File: src/rtl/reg_file_pkg.sv
// Shared types and default sizing for the register file with scoreboard.
package reg_file_pkg;

    localparam int DEFAULT_XLEN  = 32;
    localparam int DEFAULT_NREGS = 32;

    typedef enum logic {
        IDLE  = 1'b0,
        CLEAR = 1'b1
    } rf_state_t;

endpackage

File: src/rtl/rf_scoreboard.sv
// Pending-bit scoreboard: one bit per register, set on issue, cleared on
// writeback, flushed in bulk; lookups hide a bit retiring this cycle.
module rf_scoreboard #(
    parameter int NREGS = 32,
    parameter int AW    = $clog2(NREGS)
) (
    input  logic          CLK,
    input  logic          RST,
    input  logic          set_en,
    input  logic [AW-1:0] set_addr,
    input  logic          clr_en,
    input  logic [AW-1:0] clr_addr,
    input  logic          flush,
    input  logic [AW-1:0] addr1,
    input  logic [AW-1:0] addr2,
    output logic          busy1,
    output logic          busy2
);

    logic [NREGS-1:0] pending;

    // Busy unless a writeback to this address retires it now without a racing issue.
    function automatic logic lookup(input logic [AW-1:0] a);
        logic retiring;
        retiring = clr_en && (clr_addr == a) && !(set_en && (set_addr == a));
        return pending[a] && !retiring;
    endfunction

    // Pending-bit update; the set is applied last so issue beats writeback.
    always_ff @(posedge CLK or posedge RST) begin
        if (RST) begin
            pending <= '0;
        end else if (flush) begin
            pending <= '0;
        end else begin
            if (clr_en) pending[clr_addr] <= 1'b0;
            if (set_en) pending[set_addr] <= 1'b1;
        end
    end

    // Combinational lookups for both source operands.
    always_comb begin
        busy1 = lookup(addr1);
        busy2 = lookup(addr2);
    end

endmodule

File: src/rtl/reg_file_scb.sv
// Two-read, one-write register file with same-cycle bypass, a pending-bit
// scoreboard and a bulk-clear sequencer that zeros one register per cycle.
module reg_file_scb
    import reg_file_pkg::*;
#(
    parameter int  XLEN  = DEFAULT_XLEN,
    parameter int  NREGS = DEFAULT_NREGS,
    localparam int AW    = $clog2(NREGS)
) (
    input  logic            CLK,
    input  logic            RST,
    input  logic            WR_EN,
    input  logic [AW-1:0]   WR_ADDR,
    input  logic [XLEN-1:0] WR_DATA,
    input  logic [AW-1:0]   ADDR1,
    input  logic [AW-1:0]   ADDR2,
    output logic [XLEN-1:0] RS1,
    output logic [XLEN-1:0] RS2,
    input  logic            ISSUE_EN,
    input  logic [AW-1:0]   ISSUE_ADDR,
    output logic            BUSY1,
    output logic            BUSY2,
    input  logic            CLR,
    output logic            CLR_BUSY
);

    localparam logic [AW-1:0] LAST_IDX = AW'(NREGS - 1);

    logic [XLEN-1:0] regs [NREGS];
    rf_state_t       state;
    logic [AW-1:0]   clr_idx;
    logic            clr_busy_q;
    logic            idle;
    logic            wr_commit;
    logic            issue_ok;
    logic            start_clear;
    logic            sb_busy1;
    logic            sb_busy2;

    // x0 is never a write or issue target; nothing is accepted outside IDLE.
    assign idle        = (state == IDLE);
    assign wr_commit   = idle && WR_EN && (WR_ADDR != '0);
    assign issue_ok    = idle && ISSUE_EN && (ISSUE_ADDR != '0);
    assign start_clear = idle && CLR;
    assign CLR_BUSY    = clr_busy_q;

    rf_scoreboard #(
        .NREGS (NREGS),
        .AW    (AW)
    ) u_scoreboard (
        .CLK      (CLK),
        .RST      (RST),
        .set_en   (issue_ok),
        .set_addr (ISSUE_ADDR),
        .clr_en   (wr_commit),
        .clr_addr (WR_ADDR),
        .flush    (start_clear),
        .addr1    (ADDR1),
        .addr2    (ADDR2),
        .busy1    (sb_busy1),
        .busy2    (sb_busy2)
    );

    // Clear sequencer: walk index 1..NREGS-1, CLR_BUSY registered alongside the state.
    always_ff @(posedge CLK or posedge RST) begin
        if (RST) begin
            state      <= IDLE;
            clr_idx    <= '0;
            clr_busy_q <= 1'b0;
        end else begin
            case (state)
                IDLE: begin
                    if (CLR) begin
                        state      <= CLEAR;
                        clr_idx    <= AW'(1);
                        clr_busy_q <= 1'b1;
                    end
                end
                CLEAR: begin
                    if (clr_idx == LAST_IDX) begin
                        state      <= IDLE;
                        clr_idx    <= '0;
                        clr_busy_q <= 1'b0;
                    end else begin
                        clr_idx <= clr_idx + AW'(1);
                    end
                end
                default: begin
                    state      <= IDLE;
                    clr_idx    <= '0;
                    clr_busy_q <= 1'b0;
                end
            endcase
        end
    end

    // Data array: the clear sweep owns the write port while CLEAR is active.
    always_ff @(posedge CLK or posedge RST) begin
        if (RST) begin
            for (int i = 0; i < NREGS; i++) begin
                regs[i] <= '0;
            end
        end else if (state == CLEAR) begin
            regs[clr_idx] <= '0;
        end else if (wr_commit) begin
            regs[WR_ADDR] <= WR_DATA;
        end
    end

    // Read ports with writeback bypass; everything reads as idle/zero during a clear.
    always_comb begin
        RS1   = '0;
        RS2   = '0;
        BUSY1 = 1'b0;
        BUSY2 = 1'b0;
        if (idle) begin
            if (ADDR1 != '0) begin
                RS1 = (wr_commit && (WR_ADDR == ADDR1)) ? WR_DATA : regs[ADDR1];
            end
            if (ADDR2 != '0) begin
                RS2 = (wr_commit && (WR_ADDR == ADDR2)) ? WR_DATA : regs[ADDR2];
            end
            BUSY1 = sb_busy1;
            BUSY2 = sb_busy2;
        end
    end

endmodule

File: config.mk
export PLATFORM = sky130hd
export DESIGN_NAME = reg_file_scb
export DESIGN_NICKNAME = d
export VERILOG_FILES = /design/src/rtl/reg_file_pkg.sv /design/src/rtl/rf_scoreboard.sv /design/src/rtl/reg_file_scb.sv
export SDC_FILE = /design/constraint.sdc
export NUM_CORES = 2
export LEC_CHECK = 0
export ABC_AREA = 0
export BUFFER_PORTS_ARGS = -buffer_cell sky130_fd_sc_hd__buf_2
export CORE_MARGIN = 2
export CORE_UTILIZATION = 25
export CTS_BUF_LIST = sky130_fd_sc_hd__clkbuf_8
export DETAILED_ROUTE_END_ITERATION = 6
export SLEW_MARGIN = 20
export SYNTH_ARGS = -nofsm -noshare
export SYNTH_HDL_FRONTEND = slang
export SYNTH_HIERARCHICAL = 1
export SYNTH_SLANG_ARGS = --single-unit
File: constraint.sdc
create_clock -name CLK -period 29.3 [get_ports CLK]
set_clock_uncertainty 0.1 [all_clocks]
set_input_delay 2.93 -clock CLK [delete_from_list [all_inputs] [get_ports CLK]]
set_output_delay 2.93 -clock CLK [all_outputs]
set_load 0.05 [all_outputs]
==> flow_metrics.py <==
metrics = {
    "worst_setup_path": {
        "cp.depth": 10,
        "arrival_ns": 7.32,
        "slowest_delay_ns": 0.78,
        "path_cells": "buf_8, buf_4, buf_4, buf_4, nor2b_1, a211oi_1, a21oi_1, a31oi_1, o221ai_1, buf_2",
        "critical_path.top_delay_family": "buffers and inverters",
        "crit_required_ns": 26.27,
        "rr_worst_depth": 7,
        "critical_path_class": "primary input to output pin",
        "critical_path_buf_inv_count": 5,
        "crit_slowest_cell": "buf_4",
        "rr_endpoint": "regs[834]",
        "critPathMaxFanout": 51,
        "crit_path_start_kind": "primary input",
        "ff2ff_setup_slack_ns": 25.65,
        "end_kind": "output pin",
        "r2r-start": "state",
        "cp_common_cell": "buf_4",
    },
    "floorplan": {
        "dieArea_um2": 228000,
        "start_util_pct": 25.2,
        "die_w_um": 477,
        "row_count": 173,
        "core_um2": 222000,
        "boundaryPins": 124,
        "die_h_um": 477,
    },
    "sta": {
        "hold_violations": 0,
        "min_period_ns": 10.35,
        "worstMarginPinSlew_ns": 1.25,
        "final.setup.tns_ns": 0,
        "slew_headroom_pct": 16.4,
        "rsz0062_at_grt": "false",
        "setup_viol": 0,
        "max_freq_mhz": 96.7,
        "maxSlewViolCount": 0,
        "fin_crit_sh_pct": 35.3,
    },
    "yosys": {
        "yosys.area_share.simple_pct": 3.36,
        "yosys_warnings": 6,
        "yosysUniqueCellTypes": 62,
        "yosys.area_share.adder_pct": 0.112,
        "synth.area.mux_share_pct": 22.6,
        "ys_dominant_reg_cell": "dfrtp_1",
        "synth_top_cell_by_area": "dfrtp_1",
        "syn-num-nets": 4216,
        "async_flop_share_pct": 100,
        "yosys.area.top_type_share_pct": 47.5,
        "synth_top_family_by_area": "multiplexers",
        "synth_edf_count": 0,
        "syn-cell-area_um2": 55900,
        "ys_ff_latch": 1063,
        "synth_seq_area_share_pct": 47.5,
        "synth.area.top_cells": "dfrtp_1 (48%), mux4_2 (19%), a22o_1 (16%)",
        "synth-xor-area-share_pct": 0.501,
        "synth_compound_area_share_pct": 21.5,
        "synthCells": 4154,
        "postSynthAreaPerCell_um2": 13.5,
    },
    "finish": {
        "fin_nets": 4093,
        "nFillCells": 22403,
        "final_cell_mix": "dfrtp_1 (1,063), a22o_1 (992), mux4_2 (476), clkbuf_8 (223), mux2i_1 (159)",
        "final_common_cell": "dfrtp_1",
        "regArea_um2": 26600,
        "synthToLayoutAreaGrowth_pct": 13.0,
        "multi_input_area_um2": 27600,
        "drive_above_1_share_pct": 25.9,
    },
    "clock_network": {
        "hold_buffers": 0,
        "cts_resized": 0,
        "post_cts_buffers": 0,
        "cts_tree": "done",
        "clk_pin_slew_ns": 0.05,
        "cts-buffers-inserted": 179,
        "clockBufferDepth": 3,
        "clock_sinks": 1063,
        "clock_latency_ns": 0.95,
        "ctsHtreeMaxLevel": 4,
        "cts-root-buf": "clkbuf_8",
    },
    "global_route": {
        "grt_max_degree": 171,
        "track_usage_pct": 19.2,
        "grt_first_pass_wirelength_um": 326000,
        "grt_remaining_overflow": 0,
        "grt_pass1_vias": 44075,
        "antenna_found_initial": 20,
    },
    "hold_path": {
        "holdPathEnd": "regs[1018]",
        "hp-class": "flop to flop",
        "min_from": "regs[1018]",
        "worstHoldPathCells": 1,
    },
    "power": {
        "power_mw": 4.34,
        "p_leak_nw": 27.3,
        "power_density_nw_per_um2": 68.7,
        "irDropWorstVdd_uv": 60.3,
    },
    "placement": {
        "detailed_place_hpwl_um": 129000,
        "place.gp.congestion": 0.887,
        "port_buffers": 123,
    },
    "run_status": {
        "status": "finished, final reports clean",
    },
    "run": {
        "max_cap_violations": 0,
    },
    "routing": {
        "drc": 0,
        "wire_per_inst_um": 31.6,
        "finalWirelength_um": 226000,
        "dr.pass1.iters": 6,
        "vias": 44105,
        "vias_per_cell": 6.18,
        "drtIter0Drc": 5885,
        "ant_nets": 0,
    },
}
## final cells by class
type	instances	area share (%)
well taps	2975	5.89
clock buffers	223	4.86
multi-input cells	2529	43.6
clock inverters	86	0.851
inverters	12	0.0772
diodes	8	0.0317
repair buffers	246	2.61
flip-flops and latches	1063	42.1
## cells in the mapped netlist (5+ instances only)
| library cell | n |
|---|---|
| dfrtp_1 | 1063 |
| a22o_1 | 992 |
| mux4_2 | 476 |
| clkbuf_1 | 377 |
| mux2i_1 | 159 |
| a21oi_1 | 137 |
| buf_2 | 91 |
| nand2_1 | 84 |
| a211oi_1 | 72 |
| o22ai_1 | 63 |
| nor2_1 | 57 |
| and2_1 | 56 |
| nor2b_1 | 52 |
| a221o_1 | 46 |
| buf_1 | 45 |
| nor3_1 | 37 |
| o21ai_1 | 32 |
| a211o_1 | 28 |
| o21ai_0 | 25 |
| xnor2_1 | 24 |
| a221oi_1 | 23 |
| buf_6 | 20 |
| a22oi_1 | 19 |
| buf_4 | 17 |
| mux2_2 | 16 |
| nand3_1 | 13 |
| inv_1 | 12 |
| nand2b_1 | 12 |
| o211ai_1 | 12 |
| nand3b_1 | 10 |
| xor2_1 | 8 |
| a31oi_1 | 7 |
| mux4_1 | 6 |
| nor3b_1 | 6 |
| ha_1 | 5 |
| nor4_1 | 5 |
| o32ai_1 | 5 |
## per-layer routing
metal	global-route usage [%]	wire, um	up-vias
met1	24.8	85700	23343
li1	-	-	16497
met3	6.12	26500	748
met2	28.4	98900	3507
met5	0	65	-
met4	11.0	14400	10
## worst max path at each step
stage               end     start  slack (ns)
4_1_cts         RS1[31]  ADDR1[2]       19.05
2_1_floorplan  CLR_BUSY       RST       12.06
6_report        RS1[31]  ADDR1[2]       18.95
3_3_place_gp    RS1[31]  ADDR1[2]       19.05
5_1_grt         RS1[31]  ADDR1[2]       18.95
3_5_place_dp    RS1[31]  ADDR1[2]       19.08
## where the power goes
part / internal, mW / switching, mW / total, mW
Sequential: 1.70 / 0.198 / 1.89
Clock: 0.721 / 0.657 / 1.38
Combinational: 0.447 / 0.623 / 1.07
## registers in the layout (all words and copies together) (netlist names)
name	count
state	1
u_scoreboard/pending	32
regs	1024
CLR_BUSY	1
clr_idx	5
## cells by family (layout without fill, tap and decap cells)
group / after synthesis / after routing
buffers and inverters: 562 / 567
AOI/OAI and AO/OA: 1480 / 1480
and+or+nand+nor: 355 / 355
DFF: 1063 / 1063
adders and majority gates: 5 / 5
other: 0 / 8
muxes: 657 / 657
xor gates and xnor gates: 32 / 32
## stage by stage
step / cell area [um2] / worst slack [ns] / hold WS [ns] / utilization [%] / instances
finish: 63200 / 18.95 / 0.411 / 28.4 / 7142
floorplan: 56000 / 12.06 / 0.367 / - / 4154
global placement: 59600 / 19.05 / 0.383 / 26.8 / 6825
detailed placement: 59600 / 19.08 / 0.389 / 26.8 / 6825
CTS: 63200 / 19.05 / 0.409 / 28.4 / 7134
global route: 63200 / 18.95 / 0.429 / 28.4 / 7139
Note: power is estimated with default switching activity, not from simulation.
